$ cat src/rtl/mem_port_arbiter_if.sv
// Requester-side and memory-side signals of mem_port_arbiter.
// slave: the arbiter's view; master: the requesters' and memory's view.
interface mem_port_arbiter_if #(
    parameter int ADDR_WIDTH = 32,
    parameter int DATA_WIDTH = 32
);
    logic                  m0_req;
    logic                  m0_we;
    logic [ADDR_WIDTH-1:0] m0_addr;
    logic [DATA_WIDTH-1:0] m0_wdata;
    logic [3:0]            m0_wstrb;
    logic [DATA_WIDTH-1:0] m0_rdata;
    logic                  m0_ack;

    logic                  m1_req;
    logic [ADDR_WIDTH-1:0] m1_addr;
    logic [DATA_WIDTH-1:0] m1_rdata;
    logic                  m1_ack;

    logic                  mem_en;
    logic [3:0]            mem_we;
    logic [ADDR_WIDTH-1:0] mem_addr;
    logic [DATA_WIDTH-1:0] mem_wdata;
    logic [DATA_WIDTH-1:0] mem_rdata;

    logic                  grant;
    logic                  busy;

    modport slave (
        input  m0_req, m0_we, m0_addr, m0_wdata, m0_wstrb,
        output m0_rdata, m0_ack,
        input  m1_req, m1_addr,
        output m1_rdata, m1_ack,
        output mem_en, mem_we, mem_addr, mem_wdata,
        input  mem_rdata,
        output grant, busy
    );

    modport master (
        output m0_req, m0_we, m0_addr, m0_wdata, m0_wstrb,
        input  m0_rdata, m0_ack,
        output m1_req, m1_addr,
        input  m1_rdata, m1_ack,
        input  mem_en, mem_we, mem_addr, mem_wdata,
        output mem_rdata,
        input  grant, busy
    );
endinterface

$ cat src/rtl/mem_port_arbiter.sv
// Shares one single-port synchronous RAM between m0 (data r/w) and m1 (fetch).
// Fixed m0 priority; define MEM_ARB_ROUND_ROBIN_EN for round-robin on contention.
module mem_port_arbiter #(
    parameter int ADDR_WIDTH = 32,
    parameter int DATA_WIDTH = 32
) (
    input logic               clk,
    input logic               reset,
    mem_port_arbiter_if.slave bus
);

    typedef enum logic [1:0] {IDLE, ACCESS, RESP, DONE} state_t;

    state_t                state_q, state_d;
    logic                  grant_q, grant_d;
    logic                  busy_q, busy_d;
    logic                  txn_we_q, txn_we_d;
    logic                  mem_en_q, mem_en_d;
    logic [3:0]            mem_we_q, mem_we_d;
    logic [ADDR_WIDTH-1:0] mem_addr_q, mem_addr_d;
    logic [DATA_WIDTH-1:0] mem_wdata_q, mem_wdata_d;
    logic [DATA_WIDTH-1:0] m0_rdata_q, m0_rdata_d;
    logic [DATA_WIDTH-1:0] m1_rdata_q, m1_rdata_d;
    logic                  m0_ack_q, m0_ack_d;
    logic                  m1_ack_q, m1_ack_d;
    logic                  pick_m1;

`ifdef MEM_ARB_ROUND_ROBIN_EN
    logic                  last_grant_q, last_grant_d;

    // On contention the port opposite to the previous owner wins.
    assign pick_m1 = bus.m1_req && (!bus.m0_req || !last_grant_q);

    always_ff @(posedge clk or posedge reset) begin
        if (reset) last_grant_q <= 1'b1;
        else       last_grant_q <= last_grant_d;
    end

    always_comb begin
        last_grant_d = last_grant_q;
        if (state_q == DONE) last_grant_d = grant_q;
    end
`else
    assign pick_m1 = bus.m1_req && !bus.m0_req;
`endif

    always_ff @(posedge clk or posedge reset) begin
        if (reset) begin
            state_q     <= IDLE;
            grant_q     <= 1'b0;
            busy_q      <= 1'b0;
            txn_we_q    <= 1'b0;
            mem_en_q    <= 1'b0;
            mem_we_q    <= '0;
            mem_addr_q  <= '0;
            mem_wdata_q <= '0;
            m0_rdata_q  <= '0;
            m1_rdata_q  <= '0;
            m0_ack_q    <= 1'b0;
            m1_ack_q    <= 1'b0;
        end else begin
            state_q     <= state_d;
            grant_q     <= grant_d;
            busy_q      <= busy_d;
            txn_we_q    <= txn_we_d;
            mem_en_q    <= mem_en_d;
            mem_we_q    <= mem_we_d;
            mem_addr_q  <= mem_addr_d;
            mem_wdata_q <= mem_wdata_d;
            m0_rdata_q  <= m0_rdata_d;
            m1_rdata_q  <= m1_rdata_d;
            m0_ack_q    <= m0_ack_d;
            m1_ack_q    <= m1_ack_d;
        end
    end

    always_comb begin
        state_d     = state_q;
        grant_d     = grant_q;
        busy_d      = busy_q;
        txn_we_d    = txn_we_q;
        mem_en_d    = mem_en_q;
        mem_we_d    = mem_we_q;
        mem_addr_d  = mem_addr_q;
        mem_wdata_d = mem_wdata_q;
        m0_rdata_d  = m0_rdata_q;
        m1_rdata_d  = m1_rdata_q;
        m0_ack_d    = m0_ack_q;
        m1_ack_d    = m1_ack_q;

        unique case (state_q)
            IDLE: begin
                if (bus.m0_req || bus.m1_req) begin
                    state_d  = ACCESS;
                    grant_d  = pick_m1;
                    busy_d   = 1'b1;
                    mem_en_d = 1'b1;
                    if (pick_m1) begin
                        mem_addr_d = bus.m1_addr;
                        mem_we_d   = '0;
                        txn_we_d   = 1'b0;
                    end else begin
                        mem_addr_d  = bus.m0_addr;
                        mem_wdata_d = bus.m0_wdata;
                        mem_we_d    = bus.m0_we ? bus.m0_wstrb : 4'b0000;
                        txn_we_d    = bus.m0_we;
                    end
                end
            end
            ACCESS: begin
                state_d  = RESP;
                mem_en_d = 1'b0;
                mem_we_d = '0;
            end
            RESP: begin
                // txn_we_q, not mem_we_q: a zero-strobe write must still leave m0_rdata alone.
                state_d = DONE;
                if (grant_q) begin
                    m1_rdata_d = bus.mem_rdata;
                    m1_ack_d   = 1'b1;
                end else begin
                    if (!txn_we_q) m0_rdata_d = bus.mem_rdata;
                    m0_ack_d = 1'b1;
                end
            end
            DONE: begin
                state_d  = IDLE;
                busy_d   = 1'b0;
                m0_ack_d = 1'b0;
                m1_ack_d = 1'b0;
            end
            default: state_d = IDLE;
        endcase
    end

    assign bus.grant     = grant_q;
    assign bus.busy      = busy_q;
    assign bus.mem_en    = mem_en_q;
    assign bus.mem_we    = mem_we_q;
    assign bus.mem_addr  = mem_addr_q;
    assign bus.mem_wdata = mem_wdata_q;
    assign bus.m0_rdata  = m0_rdata_q;
    assign bus.m1_rdata  = m1_rdata_q;
    assign bus.m0_ack    = m0_ack_q;
    assign bus.m1_ack    = m1_ack_q;

endmodule

$ cat src/flat_wrapper.sv
// flat-port wrapper written by rule: the top's interface ports become plain ports
module mem_port_arbiter_flat 
#(
    parameter int ADDR_WIDTH = 32,
    parameter int DATA_WIDTH = 32
)
  (clk, reset, bus_m0_req, bus_m0_we, bus_m0_addr, bus_m0_wdata, bus_m0_wstrb, bus_m0_rdata, bus_m0_ack, bus_m1_req, bus_m1_addr, bus_m1_rdata, bus_m1_ack, bus_mem_en, bus_mem_we, bus_mem_addr, bus_mem_wdata, bus_mem_rdata, bus_grant, bus_busy);
  mem_port_arbiter_if #(.ADDR_WIDTH(ADDR_WIDTH), .DATA_WIDTH(DATA_WIDTH)) bus_i ();
  input logic clk;
  input logic reset;
  input wire logic [$bits(bus_i.m0_req)-1:0] bus_m0_req;
  input wire logic [$bits(bus_i.m0_we)-1:0] bus_m0_we;
  input wire logic [$bits(bus_i.m0_addr)-1:0] bus_m0_addr;
  input wire logic [$bits(bus_i.m0_wdata)-1:0] bus_m0_wdata;
  input wire logic [$bits(bus_i.m0_wstrb)-1:0] bus_m0_wstrb;
  output wire logic [$bits(bus_i.m0_rdata)-1:0] bus_m0_rdata;
  output wire logic [$bits(bus_i.m0_ack)-1:0] bus_m0_ack;
  input wire logic [$bits(bus_i.m1_req)-1:0] bus_m1_req;
  input wire logic [$bits(bus_i.m1_addr)-1:0] bus_m1_addr;
  output wire logic [$bits(bus_i.m1_rdata)-1:0] bus_m1_rdata;
  output wire logic [$bits(bus_i.m1_ack)-1:0] bus_m1_ack;
  output wire logic [$bits(bus_i.mem_en)-1:0] bus_mem_en;
  output wire logic [$bits(bus_i.mem_we)-1:0] bus_mem_we;
  output wire logic [$bits(bus_i.mem_addr)-1:0] bus_mem_addr;
  output wire logic [$bits(bus_i.mem_wdata)-1:0] bus_mem_wdata;
  input wire logic [$bits(bus_i.mem_rdata)-1:0] bus_mem_rdata;
  output wire logic [$bits(bus_i.grant)-1:0] bus_grant;
  output wire logic [$bits(bus_i.busy)-1:0] bus_busy;
  assign bus_i.m0_req = bus_m0_req;
  assign bus_i.m0_we = bus_m0_we;
  assign bus_i.m0_addr = bus_m0_addr;
  assign bus_i.m0_wdata = bus_m0_wdata;
  assign bus_i.m0_wstrb = bus_m0_wstrb;
  assign bus_m0_rdata = bus_i.m0_rdata;
  assign bus_m0_ack = bus_i.m0_ack;
  assign bus_i.m1_req = bus_m1_req;
  assign bus_i.m1_addr = bus_m1_addr;
  assign bus_m1_rdata = bus_i.m1_rdata;
  assign bus_m1_ack = bus_i.m1_ack;
  assign bus_mem_en = bus_i.mem_en;
  assign bus_mem_we = bus_i.mem_we;
  assign bus_mem_addr = bus_i.mem_addr;
  assign bus_mem_wdata = bus_i.mem_wdata;
  assign bus_i.mem_rdata = bus_mem_rdata;
  assign bus_grant = bus_i.grant;
  assign bus_busy = bus_i.busy;
  mem_port_arbiter #(.ADDR_WIDTH(ADDR_WIDTH), .DATA_WIDTH(DATA_WIDTH)) u_core (.clk(clk), .reset(reset), .bus(bus_i));
endmodule
$ cat config.mk
export PLATFORM = sky130hd
export DESIGN_NAME = mem_port_arbiter_flat
export DESIGN_NICKNAME = d
export VERILOG_FILES = /design/src/rtl/mem_port_arbiter_if.sv /design/src/rtl/mem_port_arbiter.sv /design/src/flat_wrapper.sv
export SDC_FILE = /design/constraint.sdc
export NUM_CORES = 1
export LEC_CHECK = 0
export ABC_AREA = 1
export BUFFER_PORTS_ARGS = -buffer_cell sky130_fd_sc_hd__clkbuf_2
export CAP_MARGIN = 25
export CORE_MARGIN = 2
export CORE_UTILIZATION = 30
export CTS_CLUSTER_SIZE = 10
export DETAILED_ROUTE_END_ITERATION = 16
export GPL_ROUTABILITY_DRIVEN = 1
export PLACE_DENSITY = 0.6
export SYNTH_ARGS = -nofsm -noshare
export SYNTH_HDL_FRONTEND = slang
export SYNTH_SLANG_ARGS = --single-unit
$ cat constraint.sdc
create_clock -name clk -period 5.25 [get_ports clk]
set_input_delay 0.2625 -clock clk [delete_from_list [all_inputs] [get_ports clk]]
set_output_delay 0.2625 -clock clk [all_outputs]
set_load 0.05 [all_outputs]
# Yosys cells after proc, flatten, opt, wreduce, memory -nomap -nowiden
# Cells that the tools add are included.
[classes]
n_eq_ne = 6
muxes = 15
bitwise_logic = 3
reduce_logical = 15
[op_table]
columns = ["op", "n"]
rows = [
  ["32-bit 2-to-1 mux", 1],
  ["4-bit 2-to-1 mux", 3],
  ["2-bit AND reduction", 6],
  ["1-bit one-hot mux with 2 select lines", 4],
  ["2-bit one-hot mux with 4 select lines", 1],
  ["4-bit one-hot mux with 2 select lines", 1],
  ["3-bit AND reduction", 2],
  ["2-bit nonzero test", 3],
  ["2-bit equality test, second input constant", 2],
  ["1-bit 2-to-1 mux", 4],
  ["2-bit by 1-bit inequality test with 1-bit output, second input constant", 2],
  ["1-bit inverter", 3],
  ["2-bit by 1-bit equality test with 1-bit output, second input constant", 1],
  ["2-bit zero test", 1],
  ["2-bit 2-to-1 mux", 1],
  ["2-bit inequality test, second input constant", 1],
  ["1-bit logical AND", 1],
  ["1-bit zero test", 1],
  ["1-bit logical OR", 1],
]
[word_totals]
register_bits = 140
inputBits = 137
output_inout_bits = 137
wordCells = 51

# Logic depth before layout (Yosys ltp)
# Gate-level depths: netlist of the first run.
[logic_depth]
ltp_word = 5
ltp_mapped = 8
mapped_depth_nobuf = 7

# Worst setup path after synthesis of the first run
# OpenSTA, ideal clock, no wires.
[synth_timing]
kind = "register to register"
start = "reg u_core.state_q[0]"
end = "reg u_core.m1_rdata_q[10] (netlist: u_core.bus.m1_rdata[10])"
setup_time_ns = 0.083
arrival_ns = 1.338
t_required_ns = 5.167
slack_ns = 3.829
path_stages_with_launch = 8
n_path_buf = 2
synth_period_minus_slack_ns = 1.421
path_cell_list = "dfrtp_1 > inv_1 > ha_1 > nand2_1 > buf_2 > clkbuf_1 > nand2_1 > o21ai_0"
[synth_between]
elab_chain_len = 2
[synth_lines]
columns = ["element", "line_no", "source"]
rows = [
  ["start: declaration", "mem_port_arbiter.sv:14", "state_t state_q, state_d;"],
  ["start signal: assignment", "mem_port_arbiter.sv:62", "state_q <= state_d;"],
  ["2-bit equality test", "mem_port_arbiter.sv:91", "unique case (state_q)"],
  ["2-bit AND reduction (no source line)", "-", ""],
  ["end signal: assignment", "mem_port_arbiter.sv:71", "m1_rdata_q <= m1_rdata_d;"],
  ["end: declaration", "mem_port_arbiter.sv:23", "logic [DATA_WIDTH-1:0] m1_rdata_q, m1_rdata_d;"],
]
# No other way between the ends.
# A chain may end at the register's enable or synchronous reset.

# Worst setup path in the final report of the first run
[layout_timing]
start = "reg u_core.state_q[0]"
end = "reg u_core.mem_addr_q[7] (netlist: u_core.bus.mem_addr[7])"
[layout_between]
elab_chain_len = 2
[layout_lines]
columns = ["element", "line_no", "source"]
rows = [
  ["2-bit zero test", "mem_port_arbiter.sv:91", ""],
  ["2-bit AND reduction (no source line)", "-", ""],
  ["end signal: assignment", "mem_port_arbiter.sv:68", "mem_addr_q <= mem_addr_d;"],
  ["end: declaration", "mem_port_arbiter.sv:20", "logic [ADDR_WIDTH-1:0] mem_addr_q, mem_addr_d;"],
]
# No other way between the ends.

==> summary by stage, run 1 <==
Floorplanning
The standard-cell row count is 51. The floorplan die height is 145 um. The die covers 0.0212 mm2. In this run the standard cell core region covers 0.0195 mm2. The die boundary width is 145 um. The top-level port count is 274.

The starting density of the core is 0.307.

Clock tree
The H-tree depth is 4. The post-CTS setup buffer count is 0. The CTS tree is yes. Clock latency on the worst-skew pair, taken at its later pin, is 0.42 ns. In this run, CTS created clock tree buffers numbering 17. The number of gates resized after CTS was 0. The cell chosen for the clock root is sky130_fd_sc_hd__clkbuf_16.

For this design, the CTS-stage hold fixing added 0 buffers. Clock-pin slew was measured on the worst setup and hold paths at 0.06 ns. The clock sink count is 140. The maximum number of buffers from clock root to sink is 2.

Placed design
The global placement routability congestion is 0.765. The port buffer count is 273. Detailed placement finished with a half-perimeter wire length of 11700 um.

Setup path
Data arrives at the worst endpoint at 2.30 ns. The cell that appears most often on the critical path is sky130_fd_sc_hd__inv_1. The critical path endpoint category is a flip-flop. The highest cell delay on the worst timing path is 0.56 ns.

The count of buffering cells on the critical path with inverters included is 3. In this run the worst path has a maximum fanout of 66. Broken down by cell family, the worst path's largest delay share belongs to buffers and inverters.

For the worst setup path, the data required time is 5.60 ns. The signal on the critical path passes through inv_1, ha_1, inv_1, nor2_4, buf_4, nand3_1, nand2_1. On the critical path, the stage with the largest delay is an instance of sky130_fd_sc_hd__buf_4. The startpoint type of the worst setup path is a flip-flop.

The critical path class is flip-flop to flip-flop.

Global routing
The maximum number of pins on one net before global-route repair is 95. The via count of the first global-routing pass is 5189. In the global route stage, overall resource usage came out at 0.159. The layer flagged by global routing as most heavily used is met2. The met1 usage is 0.198. The residual overflow from global routing is 0. For met2 alone, demand over resource in global routing was 0.259.

The global-route track usage on met3 is 0.0476. The initial antenna violation count is 2. The wire length of the first global-routing pass is 27000 um.

Cells and area
Summing all multi-input logic gate instances after layout gives 0.00192 mm2. The fill cell total of the finished layout is 2006. The count of nets after finishing is 1139. The storage element area is 0.00350 mm2. The area growth from synthesis to layout is 38.0%.

In the final layout, the share of cells above drive strength 1 is 0.315.

Synthesis
The number of synthesized register bits is 140. Synthesis produced a netlist with a net count of 876. The fraction of the mapped netlist area in compound gates came to 0.0596. The synthesized netlist occupies a cell area of 0.00600 mm2. Each instance of the synthesized netlist takes up on average 8.19 um2. The post-synthesis share of cell area spent on and, or, nand and nor gates is 0.243. The fraction of synthesis flops using an asynchronous set or reset pin is 1.00. The yosys synthesis warning count is 0. The number of synthesized flops with an enable pin is 0.

The post-synthesis mux area share is 0. The share of synthesized cell area in full adder, half adder and majority cells is 0.0125. The share of synthesized area in the top cell type comes to 0.584. By area the synthesized netlist is led by sky130_fd_sc_hd__dfrtp_1, sky130_fd_sc_hd__nand2_1, sky130_fd_sc_hd__inv_1, sky130_fd_sc_hd__nand3_1, sky130_fd_sc_hd__o21ai_0.

The dominant cell by count in the synthesized netlist is sky130_fd_sc_hd__nand2_1. The dominant combinational cell family by area after synthesis is simple AND/OR/NAND/NOR gates. Counting instances in the post-synthesis netlist gives the leading cell types as sky130_fd_sc_hd__nand2_1, sky130_fd_sc_hd__dfrtp_1, sky130_fd_sc_hd__inv_1.

Of all cell types, the one taking the most synthesized area is sky130_fd_sc_hd__dfrtp_1. The count of mapped cells out of synthesis is 733. The most used flip-flop cell after synthesis is sky130_fd_sc_hd__dfrtp_1. For this run, the register share of the synthesized area comes to 0.584. The XOR/XNOR share of the synthesized area is 0. After synthesis, the netlist uses 12 different library cells.

Pwr
The share of total power dissipated in sequential elements is 0.289. Summed over all nets, the switching power comes to 3.54 mW. The design draws 6.63 mW. Of the total power, the clock network draws 0.185.

Internal power comes to 3.09 mW. In this run the power density over the cells is 800 mW/mm2. The worst ir drop on vdd is 247 uV. The combinational fraction of design power is 0.526. The switching part of the total power is 0.534. For this design the static power due to leakage is 4.96 nW.

Detailed routing
After detailed routing, the average wire length per cell comes to 12.9 um. In this run the remaining antenna-violating nets after routing total 0. For this run, design rule violations remaining after detail routing come to 0. Using the TritonRoute via totals, the vias-per-cell ratio works out to 4.19. For this block, the via count after detailed routing is 5343. Wires add up to 16400 um. The violation count after the first detailed-route iteration is 224.

The first detailed-routing pass took 4 iterations.

Timing
The final critical path time including I/O delays and setup is 1.95 ns. Adding up every negative setup slack in the final design gives 0 ns. The number of pins exceeding their max-slew limit in the final report came to 0.

Setup violations remaining at the end of the flow were counted as 0. The setup clock skew after layout is 0.0133 ns. The ratio of final minimum period to clock period is 0.372. The slew at the pin closest to its max-slew limit is 0.857 ns. The maximum frequency from static timing analysis is 512 MHz.

Setup repair after global routing left no endpoint under its margin. The number of hold violations in the final report is 0. The relative slew slack is 0.429.

Status
The run finished with clean final reports.

Worst hold path
The worst hold-check path type is input port to async pin.

Flow run
The max capacitance violation total is 0.
power groups by stage:
stage | combinational, mW | clock (mW) | sequential [mW]
finish | 3.49 | 1.22 | 1.91
global placement | 3.45 | 0 | 1.92
CTS | 3.50 | 1.26 | 1.92
floorplan | 0.834 | 0 | 3.69
global route | 3.74 | 1.31 | 1.98
detailed placement | 3.50 | 0 | 1.92
per-layer routing:
metal	part of all wire	up-vias
met2	0.48	166
met5	0.00097	-
li1	-	2749
met1	0.44	2400
met3	0.061	26
met4	0.022	2
cells in the final DEF (no fill, tap or decap), drive strengths merged:
master | Yosys | final
buf | 23 | 8
o22ai | 2 | 2
bufinv | 0 | 2
clkbuf | 14 | 292
nand2 | 286 | 286
inv | 113 | 120
diode | 0 | 1
ha | 6 | 6
nor2 | 11 | 11
dfrtp | 140 | 140
clkinv | 0 | 2
o21ai | 69 | 69
clkinvlp | 0 | 2
nand3 | 69 | 69
worst reg2reg max path, stage by stage (launching register included):
cell and delay (ns):
sky130_fd_sc_hd__dfrtp_1 0.42, sky130_fd_sc_hd__inv_1 0.14, sky130_fd_sc_hd__ha_1 0.26, sky130_fd_sc_hd__inv_1 0.11, sky130_fd_sc_hd__nor2_4 0.11, sky130_fd_sc_hd__buf_4 0.56, sky130_fd_sc_hd__nand3_1 0.20, sky130_fd_sc_hd__nand2_1 0.09
metrics by stage:
step                setup slack [ns]  hold WS [ns]  cells   util  instance area [um2]
global placement                3.12         0.456   1237  0.388                 7570
global route                    3.10        0.0562   1274  0.424                 8280
detailed placement              3.18         0.458   1239  0.391                 7630
finish                          3.30        0.0127   1275  0.424                 8290
floorplan                       1.23         0.372    733      -                 6000
CTS                             3.15        0.0519   1271  0.421                 8220
cell type report:
cell class	instances	area share
clock buffer	19	0.0535
inverter	113	0.0518
timing repair buffer	281	0.182
clock inverter	13	0.0184
tap	265	0.0400
multi-input combinational	443	0.232
sequential	140	0.423
antenna	1	0.000302
cell families (layout without fill, tap and decap cells):
family | count (synthesis) | count (layout)
adder cells (fa/ha/maj) | 6 | 6
other | 0 | 1
flip-flops | 140 | 140
AO/OA/AOI/OAI | 71 | 71
buffers and inverters | 150 | 426
AND/OR/NAND/NOR | 366 | 366
flip-flops by register name, indices dropped and copies added (netlist names), 2 cells and up:
register,cells
u_core.state_q,2
u_core.bus.mem_we,4
u_core.bus.m0_rdata,32
u_core.bus.mem_addr,32
u_core.bus.m1_rdata,32
u_core.bus.mem_wdata,32
worst paths after layout:
kind                                                 startpoint                              endpoint  slack [ns]  cells past startpoint
max in group asynchronous                                 reset   u_core.bus.m1_rdata[14]$_DFFE_PP0P_        4.06                      3
hold / removal                                            reset   u_core.bus.mem_wdata[9]$_DFFE_PP0P_        0.01                      2
hold reg to reg            u_core.bus.mem_wdata[12]$_DFFE_PP0P_  u_core.bus.mem_wdata[12]$_DFFE_PP0P_        0.47                      2
setup reg to reg                  u_core.state_q[0]$_DFFE_PP0P_    u_core.bus.mem_addr[7]$_DFFE_PP0P_        3.30                      7
min in group clk                               bus_m0_wdata[27]  u_core.bus.mem_wdata[27]$_DFFE_PP0P_        0.07                      3
setup / recovery                  u_core.state_q[0]$_DFFE_PP0P_    u_core.bus.mem_addr[7]$_DFFE_PP0P_        3.30                      7
Note: power is estimated with default switching activity, not from simulation.
==> run 2, diff against run 1 <==
- ABC_AREA: 1 -> 0
- PLACE_DENSITY: 0.6 -> 0.63
- clock period: 5.25 -> 1.75 ns (I/O delays scaled with it)
==> run 2 against run 1 <==
Maximum frequency is 17% higher. Area after synthesis is 3.5% lower. Combinational power grew to 3.3 times the previous value. Synthesized cell count is 45% lower. Final area is 16% higher. Wire length is 1.5% lower. Final cell count is 14% lower. Critical endpoint is now u_core.bus.m0_rdata[31]$_DFFE_PP0P_. Largest power group unchanged.
==> summary by stage, run 2 <==
Setup path
The terminus of the critical flop-to-flop path is u_core.bus.m0_rdata[31]$_DFFE_PP0P_. The highest net fanout along the worst path is 6 (-91%). STA classifies the critical path endpoint as a flip-flop. The critical register-to-register path startpoint is u_core.state_q[0]$_DFFE_PP0P_. The worst reg-to-reg path cell count was 7 (unchanged). The required time at the worst-slack endpoint was 2.04 ns (-3.56 ns). The worst endpoint data arrival time is 1.96 ns (-0.34 ns). The setup slack of the most critical reg-to-reg path is 0.09 ns (-3.21 ns).

STA classifies the critical path startpoint as a flip-flop. By startpoint and endpoint, the worst setup path is classified as flip-flop to flip-flop.

Synthesis
The fraction of synthesis flops using an asynchronous set or reset pin is 1.00 (unchanged). The yosys synthesis warning count came to 0 (unchanged). The mean post-synth cell area came to 14.4 um2 (+76%). The number of nets produced by synthesis is 544 (-38%). The number of synthesized flops with an enable pin came to 0 (unchanged).

The area share of the largest cell type after synthesis is 0.605 (+0.0212). Of all cell types, the one taking the most synthesized area is sky130_fd_sc_hd__dfrtp_1. Among all cell types in the netlist, the one instantiated most often is sky130_fd_sc_hd__dfrtp_1.

The fraction of the yosys area taken by sequential cells is 0.605 (+0.0212). Ranked by instance count, the synthesized netlist is headed by sky130_fd_sc_hd__dfrtp_1, sky130_fd_sc_hd__mux2_2, sky130_fd_sc_hd__nand2_1. The number of synthesized register bits is 140 (unchanged). Ranked by total cell area, the synthesized netlist is headed by sky130_fd_sc_hd__dfrtp_1, sky130_fd_sc_hd__mux2_2, sky130_fd_sc_hd__mux2_4, sky130_fd_sc_hd__mux2i_1, sky130_fd_sc_hd__o21ai_0. The synthesized area is 0.00579 mm2 (-3.5%). The most used flip-flop cell after synthesis is sky130_fd_sc_hd__dfrtp_1. The count of mapped cells out of synthesis is 401 (-45%).

The distinct cell type count of the synthesized netlist is 26 (+14).

Timing
The sum of negative setup slack came to 0 ns (unchanged). The final critical path time including I/O delays and setup is 1.66 ns (-0.289 ns). Setup repair after global routing left no endpoint under its margin. The relative slew slack is 0.498 (+0.0691). The number of pins exceeding their max-slew limit in the final report is 0 (unchanged).

The setup violation total in the final timing report was 0 (unchanged). The slew at the pin closest to its max-slew limit came to 0.751 ns (-0.106 ns). The ratio of final minimum period to clock period came to 0.951 (+0.579). The number of hold violations in the final report is 0 (unchanged). The maximum frequency from static timing analysis was 601 MHz (+17%). The setup clock skew after layout is 0.00981 ns (-0.00347 ns). The worst hold slack across all endpoints is 0.00359 ns (-0.00908 ns).

Worst hold path
The start point of the worst min-delay path is bus_m0_addr[21]. The hold-critical path endpoint is u_core.bus.mem_addr[21]$_DFFE_PP0P_. The worst hold-check path type is input port to flip-flop. Counting instances, the worst hold path has a depth of 3.

Detailed routing
The count of nets left with antenna violations after detail routing is 0 (unchanged). The final wirelength came to 16200 um (-1.5%). The violation count after the first detailed-route iteration is 94 (-58%). The via count normalized by instance count was 4.33 (+3.3%).

The residual DRC count is 0 (unchanged). The iteration count of the initial detailed-routing pass came to 4 (unchanged). The post-detailed-route wirelength per cell is 14.8 um (+15%). The total vias in the final route is 4738 (-11%).

Cells and area
The leading cell type in the layout, fill and taps excluded is sky130_fd_sc_hd__clkbuf_2. The top cell types in the final layout, fill and taps aside, are sky130_fd_sc_hd__clkbuf_2, sky130_fd_sc_hd__dfrtp_1, sky130_fd_sc_hd__dlygate4sd3_1. The antenna diode instance count came to 0 (-1). The share of layout cells above drive strength 1 is 0.511 (+0.196). The final design utilization came to 0.509 (+0.0842). The count of nets after finishing is 965 (-15%). The final design instance area without fill came to 0.00958 mm2 (+16%). The growth of design area from synthesis to finish is 65.3%.

Global routing
The via count of the first global-routing pass is 5066 (-2.4%). The initial antenna violation count was 0 (-2). The aggregate global-route resource usage is 0.161 (+0.00146). The maximum number of pins on one net before global-route repair is 71 (-25%). The residual overflow from global routing is 0 (unchanged). The wire length of the first global-routing pass is 25200 um (-6.5%).

Clock tree
The latest clock arrival within the worst-skew pair is 0.41 ns (about the same). The cell chosen for the clock root is sky130_fd_sc_hd__clkbuf_16. The H-tree depth is 4 (unchanged). The maximum number of buffers from clock root to sink is 2 (unchanged). The clock input transition at the sequential cells of the worst setup and hold paths was 0.06 ns (about the same). TritonCTS built the clock tree.

The number of buffers added by the clock tree synthesis step is 17 (unchanged). The clock sink count is 140 (unchanged).

Floorplanning
The standard-cell row count was 50 (-2.0%). The core region area is 0.0188 mm2 (-3.6%). The top-level port count was 274 (unchanged). The starting density of the core was 0.308 (about the same). The floorplan die height came to 143 um (-1.7%). The die boundary width came to 143 um (-1.7%). The area of the die is 0.0204 mm2 (-3.4%).

Pwr
The areal power density over the cells is 2210 mW/mm2 (+180%). The leakage power summed over all cells is 4.85 nW (-2.2%). The final total power is 21.1 mW (+220%). The worst ir drop on vdd is 1260 uV (+410%).

Placed design
The global placement routability congestion is 0.726 (-5.1%). The port buffer count is 273 (unchanged). The post-detailed-placement half-perimeter wirelength was 10200 um (-13%). The placed cell area was 0.00753 mm2 (-1.3%).

Status
The flow ran to the end, and the final reports show no timing, DRC or antenna violations.

Flow run
The max capacitance violation total is 0 (unchanged).
[run 2: cell count changes in the layout (fill, tap and decap cells not counted), moves of 30 or more]
cell / delta
sky130_fd_sc_hd__dlygate4sd3_1: +131
sky130_fd_sc_hd__inv_1: -105
sky130_fd_sc_hd__mux2_2: +67
sky130_fd_sc_hd__mux2_4: +30
sky130_fd_sc_hd__mux2i_1: +32
sky130_fd_sc_hd__nand2_1: -247
sky130_fd_sc_hd__nand3_1: -68
sky130_fd_sc_hd__o21ai_0: -33
[run 2: critical path, stage by stage (launching register included)]
cell	delay, ns
sky130_fd_sc_hd__dfrtp_1	0.39
sky130_fd_sc_hd__inv_2	0.09
sky130_fd_sc_hd__ha_1	0.17
sky130_fd_sc_hd__nor2b_4	0.14
sky130_fd_sc_hd__nor2b_4	0.16
sky130_fd_sc_hd__buf_12	0.14
sky130_fd_sc_hd__buf_12	0.13
sky130_fd_sc_hd__mux2_2	0.33
[run 2: through the flow]
stage          cells  worst slack [ns]
4_1_cts         1090            0.0221
3_3_place_gp     928            0.0804
3_5_place_dp     928            0.0398
5_1_grt         1094           0.00241
2_1_floorplan    401           -0.0866
6_report        1094            0.0856
[run 2: metal layers]
| layer | up-vias | part of all wire | global-route usage |
|---|---|---|---|
| li1 | 2238 | - | - |
| met1 | 2263 | 0.38 | 0.170 |
| met2 | 198 | 0.51 | 0.279 |
| met3 | 39 | 0.073 | 0.0523 |
| met4 | 0 | 0.037 | 0.0938 |
| met5 | - | 0 | 0 |
[run 2: what timing repair did]
item	in CTS	in global routing
resized for setup	0	4
hold endpoints to repair	273	0
endpoints found under the setup margin	0	35
hold buffers	131	0
buffers inserted	0	1
[run 2: worst max path at each step]
stage	start	to	slack [ns]	cells past startpoint
finish	u_core.state_q[0]$_DFFE_PP0P_	u_core.bus.m0_rdata[31]$_DFFE_PP0P_	0.09	7
global route	u_core.state_q[0]$_DFFE_PP0P_	u_core.bus.m0_rdata[31]$_DFFE_PP0P_	0.002	7
CTS	u_core.state_q[0]$_DFFE_PP0P_	u_core.bus.m0_rdata[31]$_DFFE_PP0P_	0.02	6
detailed placement	u_core.state_q[0]$_DFFE_PP0P_	u_core.bus.m0_rdata[30]$_DFFE_PP0P_	0.04	6
global placement	u_core.state_q[0]$_DFFE_PP0P_	u_core.bus.m0_rdata[30]$_DFFE_PP0P_	0.08	6
floorplan	reset	u_core.bus.busy$_DFFE_PP0P_	-0.09	1
[run 2: where the power goes]
group          internal [mW]  switching (mW)  total, mW
sequential              4.89           0.909       5.79
combinational           3.49            7.95       11.4
clock                   2.54            1.36       3.90
total                   10.9            10.2       21.1
[run 2: layout make-up]
| cell class | instances | area, um2 |
|---|---|---|
| fillers | 1642 | 9250 |
| inverters | 9 | 37.5 |
| well taps | 260 | 325 |
| flip-flops and latches | 140 | 3500 |
| clock buffers | 22 | 484 |
| repair buffers | 423 | 2970 |
| multi-input cells | 231 | 2100 |
| clock inverters | 9 | 159 |
[run 2: cell families (layout without fill, tap and decap cells)]
kind of cell,after synthesis,after routing,share of synthesized area
simple gates,45,45,0.0361
flops,140,140,0.605
buf+inv,30,463,0.0359
mux,129,129,0.263
fa+ha+maj,6,6,0.0130
compound gates,51,51,0.0471
==> run 3, diff against run 2 <==
- clock period: 1.75 -> 1.5 ns (I/O delays scaled with it)
==> run 3 against run 2 <==
The run now ends with negative setup slack left. Flip-flop and latch count did not move. Final area is 2.4% higher. First-iteration DRC count grew 72%. Sequential share of layout area down 0.86 points. Via count rose by 1.1%. Worst hold slack lost 0.0015 ns. Global-route usage up 0.054 points. Sequential power up 18%. Critical endpoint is now u_core.bus.m0_rdata[18]$_DFFE_PP0P_. Largest cell class unchanged. Largest power group unchanged.
==> summary by stage, run 3 (same netlist as run 2, synthesis figures left out) <==
Floorplanning
The standard-cell row count is 50 (unchanged). The top-level port count is 274 (unchanged). The area of the die is 0.0204 mm2 (unchanged). The floorplan die height is 143 um (unchanged). The die boundary width was 143 um (unchanged).

The core region area is 0.0188 mm2 (unchanged). The starting density of the core is 0.308 (unchanged).

Pwr
The areal power density over the cells is 2560 mW/mm2 (+16%). The worst ir drop on vdd came to 1630 uV (+29%). The final total power is 25.1 mW (+19%). The leakage power summed over all cells is 4.96 nW (+2.3%).

Setup path
The worst endpoint data arrival time is 1.90 ns (-0.06 ns). The critical register-to-register path startpoint is u_core.state_q[0]$_DFFE_PP0P_. The worst setup path is captured at a flip-flop. The startpoint type of the worst setup path is a flip-flop. The highest net fanout along the worst path is 6 (unchanged). The required time at the worst-slack endpoint is 1.79 ns (-0.25 ns).

The worst reg-to-reg path cell count is 7 (unchanged). In this run the critical register-to-register path is captured at u_core.bus.m0_rdata[18]$_DFFE_PP0P_. The setup slack of the most critical reg-to-reg path was -0.10 ns (-0.19 ns).

The critical path class is flip-flop to flip-flop.

Placed design
The post-detailed-placement half-perimeter wirelength is 10400 um (+1.9%). The placed cell area is 0.00758 mm2 (+0.68%). The port buffer count is 273 (unchanged). The number of instances in the placed design was 932 (+0.43%).

The global placement routability congestion is 0.736 (+1.4%). The post-placement worst setup slack is -0.133 ns (-0.173 ns).

Detailed routing
The count of nets left with antenna violations after detail routing is 0 (unchanged). The iteration count of the initial detailed-routing pass came to 4 (unchanged). The total vias in the final route is 4791 (+1.1%). The final wirelength was 16900 um (+4.6%). The via count normalized by instance count was 4.33 (about the same). The post-detailed-route wirelength per cell was 15.3 um (+3.4%). The violation count after the first detailed-route iteration was 162 (+72%).

The residual DRC count is 0 (unchanged).

Status
The run finished, with violations left. The final reports fail on negative setup slack.

Cells and area
The share of layout cells above drive strength 1 was 0.532 (+0.0211). The top cell types in the final layout, fill and taps aside, are sky130_fd_sc_hd__clkbuf_2, sky130_fd_sc_hd__dfrtp_1, sky130_fd_sc_hd__dlygate4sd3_1. The final design utilization is 0.521 (+0.0124). The leading cell type in the layout, fill and taps excluded is sky130_fd_sc_hd__clkbuf_2. The count of nets after finishing is 977 (+1.2%). The count of non-filler cells in the finished layout is 1107 (+1.2%). Compared with the post-synthesis result, the final layout area differs by 69.3%. The final design instance area without fill is 0.00981 mm2 (+2.4%).

Clock tree
The clock sink count is 140 (unchanged). The H-tree depth was 4 (unchanged). The cell chosen for the clock root is sky130_fd_sc_hd__clkbuf_16.

The latest clock arrival within the worst-skew pair is 0.41 ns (about the same). The clock input transition at the sequential cells of the worst setup and hold paths is 0.06 ns (about the same). The number of buffers added by the clock tree synthesis step is 17 (unchanged).

The maximum number of buffers from clock root to sink is 2 (unchanged). TritonCTS built the clock tree.

Timing
The slew at the pin closest to its max-slew limit is 0.642 ns (-0.109 ns). The maximum frequency from static timing analysis came to 624 MHz (+3.8%). The setup violation total in the final timing report is 53 (+53). The number of hold violations in the final report is 0 (unchanged). The relative slew slack is 0.572 (+0.0747). Setup repair after global routing could not meet its margin everywhere. The number of pins exceeding their max-slew limit in the final report was 0 (unchanged). The setup clock skew after layout was 0.00853 ns (-0.00128 ns). The final worst-path setup slack was -0.104 ns (-0.189 ns).

The final critical path time including I/O delays and setup is 1.60 ns (-0.0606 ns). The ratio of final minimum period to clock period is 1.07 (+0.118). The sum of negative setup slack is -3.36 ns (-3.36 ns). The worst hold slack across all endpoints came to 0.00212 ns (-0.00147 ns).

Worst hold path
The worst hold path cell count came to 3 (unchanged). The startpoint identified for the worst hold timing path is bus_m0_addr[24]. In this run the worst hold path is classified as input port to flip-flop. The worst hold path terminates at u_core.bus.mem_addr[24]$_DFFE_PP0P_.

Global routing
The wire length of the first global-routing pass came to 25300 um (+0.27%). The via count of the first global-routing pass is 4916 (-3.0%). The residual overflow from global routing is 0 (unchanged). The global-route layer with the greatest usage is met2.

The global-route track usage on met3 was 0.0567 (+0.00436). The met1 usage is 0.185 (+0.0149). The aggregate global-route resource usage is 0.161 (+0.000542).

The maximum number of pins on one net before global-route repair was 91 (+28%). The initial antenna violation count was 0 (unchanged). The met2 usage in global routing is 0.278 (-0.00176).

Flow run
The max capacitance violation total is 0 (unchanged).
-- run 3: cell types whose count changed in the layout (fill, tap and decap cells not counted), sizes merged --
cell and delta:
buf +10, bufinv -2, inv +1, clkbuf +3, dlygate4sd3 -1, clkinvlp +2
diode +1, clkinv -1
-- run 3: critical path, cell delays in order, from the launching register on --
cell,delay (ns)
sky130_fd_sc_hd__dfrtp_1,0.38
sky130_fd_sc_hd__inv_2,0.10
sky130_fd_sc_hd__ha_4,0.13
sky130_fd_sc_hd__nor2b_4,0.13
sky130_fd_sc_hd__nor2b_4,0.15
sky130_fd_sc_hd__buf_4,0.14
sky130_fd_sc_hd__clkbuf_16,0.16
sky130_fd_sc_hd__mux2_4,0.29
-- run 3: final cells by class --
class,instances,area (um2)
flip-flops and latches,140,3500
clock buffers,22,484
inverters,9,37.5
clock inverters,9,110
fillers,1603,9020
multi-input cells,231,2190
diodes,1,2.50
repair buffers,435,3160
well taps,260,325
-- run 3: timing repair --
item / CTS / global route
cloned: 3 / 6
hold buffers: 130 / 0
resized for setup: 9 / 23
pin swaps: 0 / 4
setup buffers: 0 / 4
hold endpoints to repair: 272 / 0
setup endpoints to repair: 103 / 79
-- run 3: how the worst max path moves through the flow --
stage / slack [ns] / from / endpoint
floorplan: -0.32 / reset / u_core.bus.busy$_DFFE_PP0P_
global placement: -0.09 / u_core.state_q[0]$_DFFE_PP0P_ / u_core.bus.m0_rdata[30]$_DFFE_PP0P_
detailed placement: -0.13 / u_core.state_q[1]$_DFFE_PP0P_ / u_core.bus.m0_rdata[31]$_DFFE_PP0P_
CTS: -0.14 / u_core.state_q[0]$_DFFE_PP0P_ / u_core.bus.m0_rdata[31]$_DFFE_PP0P_
global route: -0.16 / u_core.state_q[0]$_DFFE_PP0P_ / u_core.bus.m0_rdata[8]$_DFFE_PP0P_
finish: -0.10 / u_core.state_q[0]$_DFFE_PP0P_ / u_core.bus.m0_rdata[18]$_DFFE_PP0P_
-- run 3: layer usage --
metal / wire (um) / vias up
li1: - / 2270
met1: 6720 / 2306
met2: 8640 / 190
met3: 1190 / 25
met4: 376 / 0
met5: 0 / -
-- run 3: power by group --
part / total, mW / switching [mW] / internal, mW
Combinational: 14.1 / 9.50 / 4.59
Sequential: 6.82 / 1.12 / 5.70
Clock: 4.23 / 1.61 / 2.62
